## src/rtl/wb_commit.sv

```systemverilog
// Writeback/commit stage: holds one instruction from MEM, resolves its exception,
// drives the CSR/GPR write ports and redirects the front end on exception or ERTN.
module wb_commit (
   input  logic        clk,
   input  logic        rst_n,
   input  logic        ms_valid,
   output logic        wb_allowin,
   input  logic [31:0] ms_pc,
   input  logic [4:0]  ms_exc,
   input  logic [31:0] ms_vaddr,
   input  logic        ms_is_ertn,
   input  logic        ms_csr_we,
   input  logic [13:0] ms_csr_addr,
   input  logic [31:0] ms_csr_wdata,
   input  logic [31:0] ms_csr_wmask,
   input  logic        ms_rf_we,
   input  logic [4:0]  ms_rf_waddr,
   input  logic [31:0] ms_rf_wdata,
   input  logic        interruption,
   input  logic [31:0] exception_entry,
   input  logic [31:0] exception_return_entry,
   output logic        csr_we,
   output logic [13:0] csr_addr,
   output logic [31:0] csr_wdata,
   output logic [31:0] csr_wmask,
   output logic        ertn_flush,
   output logic        wb_exception,
   output logic [5:0]  wb_ecode,
   output logic [8:0]  wb_esubcode,
   output logic [31:0] wb_vaddr,
   output logic [31:0] wb_pc,
   output logic        rf_we,
   output logic [4:0]  rf_waddr,
   output logic [31:0] rf_wdata,
   output logic        flush,
   output logic [31:0] flush_target,
   output logic [31:0] retire_cnt
);

   typedef enum logic {RUN, FLUSH} state_t;

   state_t      state_q, state_d;
   logic        ws_valid;
   logic [31:0] ws_pc;
   logic [4:0]  ws_exc;
   logic [31:0] ws_vaddr;
   logic        ws_is_ertn;
   logic        ws_csr_we;
   logic [13:0] ws_csr_addr;
   logic [31:0] ws_csr_wdata;
   logic [31:0] ws_csr_wmask;
   logic        ws_rf_we;
   logic [4:0]  ws_rf_waddr;
   logic [31:0] ws_rf_wdata;
   logic [31:0] flush_target_q;
   logic [31:0] retire_q;
   logic        exc_hit;
   logic        commit_flush;
   logic        load;

   // Interrupts are only taken on a committing instruction, ahead of all synchronous faults.
   always_comb begin
      wb_ecode = 6'h00;
      wb_vaddr = 32'h0;
      if (interruption) begin
         wb_ecode = 6'h00;
      end else if (ws_exc[0]) begin
         wb_ecode = 6'h08;
         wb_vaddr = ws_pc;
      end else if (ws_exc[1]) begin
         wb_ecode = 6'h0D;
      end else if (ws_exc[2]) begin
         wb_ecode = 6'h0B;
      end else if (ws_exc[3]) begin
         wb_ecode = 6'h0C;
      end else if (ws_exc[4]) begin
         wb_ecode = 6'h09;
         wb_vaddr = ws_vaddr;
      end
   end

   assign exc_hit      = ws_valid && (interruption || (|ws_exc));
   assign commit_flush = exc_hit || (ws_valid && ws_is_ertn);

   always_comb begin
      state_d    = state_q;
      wb_allowin = 1'b0;
      flush      = 1'b0;
      case (state_q)
         RUN: begin
            wb_allowin = 1'b1;
            if (commit_flush) state_d = FLUSH;
         end
         FLUSH: begin
            flush   = 1'b1;
            state_d = RUN;
         end
         default: state_d = RUN;
      endcase
   end

   // A redirecting commit kills whatever MEM offers in the same cycle.
   assign load = ms_valid && wb_allowin && !commit_flush;

   always_ff @(posedge clk) begin
      if (!rst_n) begin
         state_q        <= RUN;
         ws_valid       <= 1'b0;
         flush_target_q <= 32'h0;
         retire_q       <= 32'h0;
      end else begin
         state_q  <= state_d;
         ws_valid <= load;
         if (commit_flush)
            flush_target_q <= exc_hit ? exception_entry : exception_return_entry;
         if (ws_valid && !exc_hit)
            retire_q <= retire_q + 32'd1;
      end
   end

   always_ff @(posedge clk) begin
      if (load) begin
         ws_pc        <= ms_pc;
         ws_exc       <= ms_exc;
         ws_vaddr     <= ms_vaddr;
         ws_is_ertn   <= ms_is_ertn;
         ws_csr_we    <= ms_csr_we;
         ws_csr_addr  <= ms_csr_addr;
         ws_csr_wdata <= ms_csr_wdata;
         ws_csr_wmask <= ms_csr_wmask;
         ws_rf_we     <= ms_rf_we;
         ws_rf_waddr  <= ms_rf_waddr;
         ws_rf_wdata  <= ms_rf_wdata;
      end
   end

   assign wb_exception = exc_hit;
   assign wb_esubcode  = 9'd0;
   assign wb_pc        = ws_pc;
   assign ertn_flush   = ws_valid && ws_is_ertn && !exc_hit;
   assign csr_we       = ws_valid && ws_csr_we && !exc_hit;
   assign csr_addr     = ws_csr_addr;
   assign csr_wdata    = ws_csr_wdata;
   assign csr_wmask    = ws_csr_wmask;
   assign rf_we        = ws_valid && ws_rf_we && !exc_hit;
   assign rf_waddr     = ws_rf_waddr;
   assign rf_wdata     = ws_rf_wdata;
   assign flush_target = flush_target_q;
   assign retire_cnt   = retire_q;

endmodule

```

## config.mk

```make
export PLATFORM = sky130hd
export DESIGN_NAME = wb_commit
export DESIGN_NICKNAME = d
export VERILOG_FILES = /design/src/rtl/wb_commit.sv
export SDC_FILE = /design/constraint.sdc
export NUM_CORES = 1
export LEC_CHECK = 0
export ABC_AREA = 1
export CORE_AREA = 2 2 200 202
export CTS_CLUSTER_SIZE = 28
export DETAILED_ROUTE_END_ITERATION = 12
export DIE_AREA = 0 0 202 204
export PLACE_DENSITY_LB_ADDON = 0.05
export SYNTH_ARGS = -nofsm -noshare
export SYNTH_HDL_FRONTEND = slang
export SYNTH_SLANG_ARGS = --single-unit
```

## constraint.sdc

```tcl
create_clock -name clk -period 19.9 [get_ports clk]
set_clock_uncertainty 0.15 [all_clocks]
set_input_delay 4.975 -clock clk [delete_from_list [all_inputs] [get_ports clk]]
set_output_delay 4.975 -clock clk [all_outputs]
set_load 0.01 [all_outputs]
```

==> flow_summary.toml <==
[critical_path]
critical_path.startpoint_type = "input pin"
max_stage_delay_ns = 0.60
cp_max_fo = 33
setup.worst_path.end_class = "output port"
path_class = "input pin to output port"
crit_family = "buffers and inverters"
worst-path-buf-inv = 6
endpoint_arrival_time_on_the_critical_path_ns = 7.43
critical_path.cell_chain = "clkdlybuf4s50_1 -> buf_4 -> inv_2 -> nand4_4 -> nand2_2 -> inv_1 -> buf_4 -> clkdlybuf4s50_1"
worst-endpoint-required_ns = 14.78
cp_slowest_cell = "clkdlybuf4s50_1"
timing.reg2reg.setup_slack_ns = 16.82

[yosys]
synthSimpleGateAreaFrac_pct = 18.88
ys_top_cells_by_area = "edfxtp_1 (57%), dfxtp_1 (14%), nor2_1 (7.1%)"
post_synth_inst_count = 889
yosys.area.top_type_share_pct = 57.48
yosys.area_share.adder_pct = 0.1281
synthesis.area_per_instance_um2 = 10.99
synth.largest_area_cell = "edfxtp_1"
synth-seq-cells = 253
largest_family_of_logic_cells_by_synthesized_area = "simple AND/OR/NAND/NOR gates"
synth_cell_type_count = 29
netlist_area_before_placement_um2 = 9769
synth_compound_area_share_pct = 3.573
seq_area_frac_synth_pct = 71.00
yosysWarningCount = 0
share_of_cell_area_taken_by_muxes_after_synthesis_pct = 0
synth-xor-area-share_pct = 0.1793

[power_and_ir_drop]
max-vdd-ir-drop_v = 0.00006466
p_total_uw = 1386
power.density_nw_per_um2 = 84.36
total_leakage_power_uw = 0.005975

[cells_and_area]
areaGrowthSynthToFinish_pct = 68.19
final_common_cell = "clkdlybuf4s50_1"
layout_common_cells = "clkdlybuf4s50_1 (507), edfxtp_1 (187), nor2_1 (184)"
num-nets-final = 1661
post-route-cell-area_um2 = 16430
final_layout_size_suffix_gt1_share_pct = 5.455

[sta]
finalSetupViolCount = 0
rsz0062_at_grt = "no"
fin_tns_setup_ns = 0
slew_headroom_pct = 17.52
share_of_the_cycle_needed_by_the_critical_path_after_routing_pct = 63.10
hold_fails_final_rpt = 0
slew_viol_final = 0
achievable-frequency_mhz = 79.64
worst_pin_slew_ns = 1.237
fin_crit_ns = 12.56

[global_routing]
number_of_antenna_violations_at_the_first_check_in_global_routing = 10
globalRouteTotalUtil_pct = 17.26
first_pass_grt_wire_length_mm = 52.79
grt_start_max_net_pins = 188
number_of_global_route_vias_before_repair = 8207
gr-total-overflow = 0

[floorplan]
pin_count = 519
core_area_um2 = 39180
die_w_um = 202
total_die_area_um2 = 41210
dieHeight_um = 204
num_rows = 73
initial_core_util_pct = 24.93

[status]
status = "completed"

[routing]
detailed_router_iteration_count_before_antenna_repair = 5
detail_route.wirelength_mm = 36.50
num_vias = 8044
drc_errors = 0
wire_per_inst_um = 18.61
detail-route-antenna-nets = 0
via_per_inst = 4.102
drt_iter0_drc = 322

[clock_network]
clock_insertion_delay_worst_skew_ns = 0.58
post_cts.repair.setup_buffers = 0
tritoncts.num_buffers = 31
clk_path_buf_depth = 3
cts_sinks = 253
cts_tree = "yes"
clock_tree.htree_level_count = 1
cts-resized-gates = 0
holdBufCountCts = 0
clk_transition_reported_paths_ns = 0.06
cts_root_buffer = "clkbuf_16"

[placement]
globalplace.congestion = 0.8274
detailedPlacementHpwl_mm = 27.62
placedInstanceArea_um2 = 15370
port_buffers = 507

[run]
timing.max_cap.violations = 0

[min_path]
hp-class = "flop to flop"
-- area by class of cell --
| type | instances | area (µm²) |
|---|---|---|
| clock inverters | 22 | 245.2 |
| flip-flops and latches | 253 | 6937 |
| well taps | 525 | 656.9 |
| fillers | 3816 | 22750 |
| repair buffers | 515 | 5147 |
| multi-input cells | 510 | 2272 |
| clock buffers | 36 | 804.5 |
| diodes | 6 | 15.01 |
| inverters | 94 | 352.8 |
-- Yosys cell counts --
cell type,instances
a21oi_1,14
a22oi_1,32
a31oi_1,3
and2_1,2
buf_1,1
buf_2,13
buf_4,13
buf_6,4
clkbuf_1,11
conb_1,1
dfxtp_1,66
edfxtp_1,187
ha_1,1
inv_1,90
inv_2,4
nand2_1,170
nand2_2,3
nand3_1,54
nand3_2,2
nand4_1,7
nand4_4,1
nor2_1,185
nor2_2,8
nor2_4,3
nor3_1,7
nor4_1,1
o21ai_0,4
xnor2_1,1
xor2_1,1
-- per-layer routing --
metal / track usage [%] / up-vias / part of all wire (%) / wire length (µm)
met5: 0 / - / 0.15 / 56
li1: - / 3963 / - / -
met1: 17.63 / 3691 / 35 / 12920
met2: 31.25 / 320 / 51 / 18570
met3: 8.115 / 62 / 11 / 3875
met4: 5.252 / 8 / 2.9 / 1066
-- report_power, final --
| group | total [µW] | switching [µW] | internal [µW] | leakage, µW |
|---|---|---|---|---|
| clock | 583 | 230 | 354 | 0.000521 |
| combinational | 182 | 80.6 | 102 | 0.00314 |
| sequential | 620 | 11.8 | 609 | 0.00232 |
-- worst register-to-register path: stages, from the launching register on --
cell      delay (ns)
edfxtp_1        0.47
nor2_4          0.23
nand4_4         0.17
nand2_2         0.37
nand2_1         0.15
nor3_2          0.20
buf_12          0.56
-- stage by stage --
step / instances / hold slack (ns) / setup slack [ns] / utilization, %
detailed placement: 1897 / 0.3419 / 7.285 / 39.22
floorplan: 899 / 0.3266 / 0.4629 / -
global placement: 1897 / 0.3346 / 7.298 / 39.22
global route: 1958 / 0.3722 / 7.116 / 41.91
CTS: 1955 / 0.3496 / 7.281 / 41.89
finish: 1961 / 0.3490 / 7.343 / 41.93
-- state kept, by name, summed over array words and instances, names as in the netlist, 5 cells and up --
name / flops
rf_wdata: 32
rf_waddr: 5
flush_target: 32
csr_wdata: 32
csr_wmask: 32
csr_addr: 14
ws_vaddr: 32
ws_exc: 5
wb_pc: 32
retire_cnt: 32
-- logic make-up after synthesis --
family,Yosys count
AOI/OAI and AO/OA,53
xor gates and xnor gates,2
adders and majority gates,1
buffers and inverters,136
DFF,253
other,1
and+or+nand+nor,443
-- path summary, 6_finish.rpt --
check | startpoint | to | cells past startpoint
worst min register to register | retire_cnt[2] | retire_cnt[2] | 2
worst max register to register | ws_exc[1] | csr_wdata[20] | 6
worst min-delay path | retire_cnt[2] | retire_cnt[2] | 2
worst max-delay path | interruption | wb_exception | 8
Note: power is estimated with default switching activity, not from simulation.
